==> config.mk <==
export PLATFORM = sky130hd
export DESIGN_NAME = tod_alarm_timer
export DESIGN_NICKNAME = d
export VERILOG_FILES = /design/src/rtl/tod_alarm_timer.sv
export SDC_FILE = /design/constraint.sdc
export NUM_CORES = 1
export LEC_CHECK = 0
export ABC_AREA = 0
export BUFFER_PORTS_ARGS = -buffer_cell sky130_fd_sc_hd__buf_2
export CAP_MARGIN = 15
export CORE_MARGIN = 2
export CORE_UTILIZATION = 30
export CTS_CLUSTER_SIZE = 25
export DETAILED_ROUTE_END_ITERATION = 8
export GPL_TIMING_DRIVEN = 0
export HOLD_SLACK_MARGIN = 0.06
export SKIP_LAST_GASP = 1
export SLEW_MARGIN = 10
export SYNTH_ARGS = -nofsm -noshare
export SYNTH_HDL_FRONTEND = slang
export SYNTH_SLANG_ARGS = --single-unit
==> constraint.sdc <==
create_clock -name clk -period 2.2 [get_ports clk]
set_clock_uncertainty 0.2 [all_clocks]
set_input_delay 0.11 -clock clk [delete_from_list [all_inputs] [get_ports clk]]
set_output_delay 0.11 -clock clk [all_outputs]
set_load 0.005 [all_outputs]
==> src/rtl/tod_alarm_timer.sv <==
// tod_alarm_timer: prescaled hour/min (and sec with SECONDS_EN) counter plus NUM_ALARMS compare channels.
// Latency: counters, ticks, hits and set_err are registered, with 1 cycle after the tick or set; there is no backpressure, and run=0 freezes time.
module tod_alarm_timer #(
  parameter  int CLK_DIV    = 4,
  parameter  int HOURS      = 24,
  parameter  int NUM_ALARMS = 4,
  localparam int HW         = $clog2(HOURS),
  localparam int AW         = (NUM_ALARMS > 1) ? $clog2(NUM_ALARMS) : 1
) (
  input  logic                  clk,
  input  logic                  rst_n,
  input  logic                  run,
  input  logic                  set_valid,
  input  logic [HW-1:0]         set_hour,
  input  logic [5:0]            set_min,
  output logic                  set_err,
  input  logic                  alarm_wr,
  input  logic [AW-1:0]         alarm_sel,
  input  logic [HW-1:0]         alarm_hour,
  input  logic [5:0]            alarm_min,
  input  logic                  alarm_on,
  input  logic [NUM_ALARMS-1:0] alarm_clr,
  output logic [HW-1:0]         hour,
  output logic [5:0]            min,
  output logic [5:0]            sec,
  output logic [HW+5:0]         time_out,
  output logic                  min_tick,
  output logic                  day_tick,
  output logic [NUM_ALARMS-1:0] alarm_hit,
  output logic [NUM_ALARMS-1:0] alarm_pend
);

  localparam int DW = $clog2(CLK_DIV);

  logic [DW-1:0]         div_cnt;
  logic                  tick;
  logic                  set_ok;
  logic                  min_step;
  logic                  day_wrap;
  logic [HW-1:0]         nxt_hour;
  logic [5:0]            nxt_min;
  logic [NUM_ALARMS-1:0] hit_vec;
  logic [HW-1:0]         alm_hour [NUM_ALARMS];
  logic [5:0]            alm_min  [NUM_ALARMS];
  logic [NUM_ALARMS-1:0] alm_on;

  assign tick     = run && (div_cnt == DW'(CLK_DIV - 1));
  assign set_ok   = set_valid && (int'(set_hour) < HOURS) && (set_min < 6'd60);
  assign time_out = {hour, min};

`ifdef SECONDS_EN
  logic [5:0] sec_q;

  assign min_step = tick && !set_ok && (sec_q == 6'd59);
  assign sec      = sec_q;

  always_ff @(posedge clk or negedge rst_n) begin
    if (!rst_n) begin
      sec_q <= '0;
    end else if (set_ok) begin
      sec_q <= '0;
    end else if (tick) begin
      sec_q <= (sec_q == 6'd59) ? 6'd0 : sec_q + 6'd1;
    end
  end
`else
  assign min_step = tick && !set_ok;
  assign sec      = '0;
`endif

  always_comb begin
    nxt_hour = hour;
    nxt_min  = min + 6'd1;
    day_wrap = 1'b0;
    if (min == 6'd59) begin
      nxt_min = '0;
      if (hour == HW'(HOURS - 1)) begin
        nxt_hour = '0;
        day_wrap = 1'b1;
      end else begin
        nxt_hour = hour + HW'(1);
      end
    end
  end

  // Compare against the post-step time so the hit lines up with min_tick
  always_comb begin
    hit_vec = '0;
    for (int i = 0; i < NUM_ALARMS; i++) begin
      hit_vec[i] = min_step && alm_on[i] && (alm_hour[i] == nxt_hour) && (alm_min[i] == nxt_min);
    end
  end

  always_ff @(posedge clk or negedge rst_n) begin
    if (!rst_n) begin
      div_cnt    <= '0;
      hour       <= '0;
      min        <= '0;
      min_tick   <= 1'b0;
      day_tick   <= 1'b0;
      set_err    <= 1'b0;
      alarm_hit  <= '0;
      alarm_pend <= '0;
    end else begin
      if (set_ok) begin
        hour    <= set_hour;
        min     <= set_min;
        div_cnt <= '0;
      end else if (run) begin
        div_cnt <= tick ? '0 : div_cnt + DW'(1);
        if (min_step) begin
          hour <= nxt_hour;
          min  <= nxt_min;
        end
      end
      min_tick   <= min_step;
      day_tick   <= min_step && day_wrap;
      set_err    <= set_valid && !set_ok;
      alarm_hit  <= hit_vec;
      alarm_pend <= (alarm_pend & ~alarm_clr) | hit_vec;
    end
  end

  // A select value at or beyond NUM_ALARMS matches no channel, so the write is dropped
  always_ff @(posedge clk or negedge rst_n) begin
    if (!rst_n) begin
      alm_on <= '0;
      for (int i = 0; i < NUM_ALARMS; i++) begin
        alm_hour[i] <= '0;
        alm_min[i]  <= '0;
      end
    end else if (alarm_wr) begin
      for (int i = 0; i < NUM_ALARMS; i++) begin
        if (alarm_sel == AW'(i)) begin
          alm_hour[i] <= alarm_hour;
          alm_min[i]  <= alarm_min;
          alm_on[i]   <= alarm_on;
        end
      end
    end
  end

endmodule

==> summary.md <==
| Metric | Value |
|---|---|
| Final Setup Violations | 7 |
| Crit path largest cell delay | 0.44 ns |
| RSZ-0062 raised after global routing | yes |
| Worst slew margin | 0.3495 |
| Slowest CP cell | dfrtp_2 |
| Ranking of synthesized cells by area | dfrtp_1, mux2_2, buf_4, xnor2_1, nor2_1 |
| Layout cells sized above 1 | 0.4529 |
| Final Util | 0.4532 |
| Commonest non-fill, non-tap cell in the layout | dfrtp_1 |
| Port Buffers | 66 |
| Area growth from synthesis to layout | 46.92% |
| Total Routing Usage GR | 0.1773 |
| Core Area | 0.01335 mm2 |
| Synth cell types | 63 |
| Final Cycle Share | 1.050 |
| Syn Area/Cell | 10.22 um2 |
| Row count | 42 |
| TritonCTS Buffers | 9 |
| Pin count of the biggest net entering global routing | 40 |
| CP top delay family | compound AO/OA/AOI/OAI gates |
| Sequential fraction of the synthesis area | 0.4376 |
| Antenna-violating nets left | 0 |
| Clk buf depth | 2 |
| Synth Cell Area | 0.004118 mm2 |
| Flop and latch count out of synthesis | 72 |
| Clock sinks | 72 |
| Pwr/cell area | 819.9 mW/mm2 |
| Clk pin slew, worst setup/hold paths | 0.06 ns |
| Worst IR Drop VDD | 412.7 uV |
| Yosys warns | 0 |
| Fmax | 0.4328 GHz |
| Setup total negative slack | -0.3402 ns |
| Starting DRT DRC Count | 258 |
| Top FF cell, synth | dfrtp_1 |
| Max cap viols | 0 |
| Die outline area | 0.01468 mm2 |
| Worst Path Max Fanout | 7 |
| Min-Delay Path Class | in2async |
| Starting Density | 0.3085 |
| EDFF count, synth | 0 |
| Via density | 5.011 |
| Vias | 3703 |
| Power share of the clock group | 0.308 |
| Place WS | -0.4948 ns |
| Vias in the first global route | 3651 |
| Final #Nets | 595 |
| CP required | 2.24 ns |
| Drt first pass iters | 5 |
| Most numerous cell on the critical path | xnor2_2 |
| Crit end category | register |
| Antenna violations before repair | 0 |
| Wirelength, routed | 12720 um |
| Crit path kind | reg2reg |
| Net switching fraction of the power | 0.3215 |
| Final Power | 4960 uW |
| P_sw | 1595 uW |
| Final Hold Fails | 0 |
| Most frequent cells in the layout | dfrtp_1, buf_2, buf_4, mux2_2, dlygate4sd3_1 |
| # DRC | 0 |
| Reg power frac | 0.353 |
| Data arrival time of the critical path | 2.35 ns |
| Grt ovf | 0 |
| Antenna fix cells | 0 |
| Worst path bufs/invs | 1 |
| Violated checks | negative setup slack |
| Setup slack after layout | -0.1104 ns |
| Combinational Power Share | 0.338 |
| P_int | 3366 uW |
| Async set-reset flop share out of synthesis | 1.000 |
| CTS Root Cell | clkbuf_16 |
| H-tree levels | 3 |
| CP Launch Type | register |
| Synth Instances | 403 |
| Synth area leader | dfrtp_1 |
| # fillers | 1280 |
| Worst-Margin Slew | 0.9736 ns |
| RD Place Congestion | 0.9210 |
| WL per Instance | 17.22 um |
| Die span in y | 121.2 um |
| Clk Latency, worst-skew pair | 0.33 ns |
| DP Wirelength | 8962 um |
| First-pass GRT wire length | 19980 um |
| I/O Pins | 73 |
| Pleak | 0.002635 uW |
| Tmin final | 2.310 ns |
| Status | finished, violations left |
| Die width | 121.2 um |
| Post-synth top area share | 0.4376 |
| CP cell instances | ha_4, buf_6, xnor2_2, a41o_2, xnor2_2, a211oi_2, o2111ai_4, o31ai_1 |
| CTS tree | done |
| Max-slew violation count | 0 |
synth_stat cells, types with 2 or more instances:
| cell | instances |
|---|---|
| and3_1 | 2 |
| a211oi_1 | 6 |
| xor2_1 | 13 |
| o31a_1 | 2 |
| nand4_1 | 6 |
| buf_4 | 22 |
| nand3b_1 | 3 |
| and2_1 | 3 |
| nor4_1 | 3 |
| inv_1 | 12 |
| a21oi_1 | 13 |
| nor3_1 | 12 |
| buf_1 | 3 |
| ha_1 | 3 |
| mux2_2 | 47 |
| and4b_1 | 2 |
| o21ai_0 | 16 |
| o32ai_1 | 3 |
| a21o_1 | 3 |
| and3_4 | 2 |
| buf_6 | 2 |
| o22ai_1 | 2 |
| nand3_1 | 6 |
| o31ai_1 | 3 |
| clkbuf_1 | 7 |
| o2111ai_1 | 4 |
| o221ai_1 | 2 |
| nor2_1 | 33 |
| nand2b_1 | 6 |
| a22oi_1 | 2 |
| dfrtp_1 | 72 |
| buf_2 | 4 |
| a31oi_1 | 5 |
| o211ai_1 | 3 |
| nor2b_1 | 2 |
| mux2i_1 | 2 |
| nand2_1 | 31 |
| xnor2_1 | 16 |
worst register-to-register path: stages, from the launching register on:
cell       delay, ns
dfrtp_2         0.44
ha_4            0.20
buf_6           0.13
xnor2_2         0.12
a41o_2          0.30
xnor2_2         0.16
a211oi_2        0.22
o2111ai_4       0.20
o31ai_1         0.26
per-stage QoR:
stage / cell area [um2] / hold WS, ns / instances
detailed placement: 4713 / -0.1115 / 651
CTS: 5873 / 0.06300 / 728
finish: 6050 / 0.05921 / 739
global placement: 4691 / 0.1020 / 650
floorplan: 4140 / -0.3856 / 408
global route: 6050 / 0.09756 / 739
state kept, by name, indices dropped and copies added, names as in the netlist:
| name | flops |
|---|---|
| alm_min | 24 |
| alm_hour | 20 |
| min | 6 |
| hour | 5 |
| alarm_hit | 4 |
| alarm_pend | 4 |
| alm_on | 4 |
| div_cnt | 2 |
| day_tick | 1 |
| min_tick | 1 |
| set_err | 1 |
cell type report:
cell class	count	area [um2]	share of cell area
multi-input cells	285	2377	0.3930
flip-flops and latches	72	1807	0.2987
repair buffers	141	1005	0.1661
plain buffers	37	279.0	0.04612
clock buffers	13	270.3	0.04467
well taps	176	220.2	0.03640
clock inverters	3	46.29	0.007653
inverters	12	45.04	0.007446
logic make-up (layout without fill, tap and decap cells):
| logic type | Yosys count | after routing | share of synthesized area |
|---|---|---|---|
| adders and majority gates | 3 | 3 | 0.009117 |
| DFF | 72 | 72 | 0.4376 |
| AOI/OAI and AO/OA | 79 | 79 | 0.1367 |
| muxes | 49 | 49 | 0.1334 |
| buffers and inverters | 51 | 206 | 0.07232 |
| xor gates and xnor gates | 30 | 30 | 0.06563 |
| and+or+nand+nor | 118 | 118 | 0.1443 |
| other | 1 | 6 | 0.0009107 |
worst paths after layout:
path | from | endpoint | slack (ns) | depth (start not counted)
min reg2reg | alarm_pend[2]$_DFF_PN0_ | alarm_pend[2]$_DFF_PN0_ | 0.30 | 2
max in group asynchronous | rst_n | min[0]$_DFFE_PN0P_ | 1.17 | 3
min in group clk | alarm_sel[0] | alm_min[20]$_DFFE_PN0P_ | 0.08 | 3
max | min[0]$_DFFE_PN0P_ | alarm_pend[2]$_DFF_PN0_ | -0.11 | 8
max reg2reg | min[0]$_DFFE_PN0P_ | alarm_pend[2]$_DFF_PN0_ | -0.11 | 8
min | rst_n | set_err$_DFF_PN0_ | 0.06 | 2
repair_timing:
item / 4_1_cts / 5_1_grt
pin swaps: 33 / 26
hold endpoints to repair: 138 / 0
buffers inserted: 28 / 12
hold buffers: 34 / 0
gates resized for setup: 57 / 22
endpoints found under the setup margin: 9 / 9
power groups by stage:
stage | combinational [uW] | sequential [uW] | clock [uW]
5_1_grt | 1810 | 1780 | 1610
3_3_place_gp | 1190 | 1740 | 0
6_report | 1680 | 1750 | 1530
2_1_floorplan | 858 | 1690 | 0
4_1_cts | 1570 | 1740 | 1550
3_5_place_dp | 1220 | 1760 | 0
per-layer routing:
layer / global-route usage / routed length [um]
met5: 0 / 0
met4: 0.04957 / 219
met3: 0.03524 / 699
met2: 0.2865 / 6014
met1: 0.2418 / 5791
Note: power is estimated with default switching activity, not from simulation.
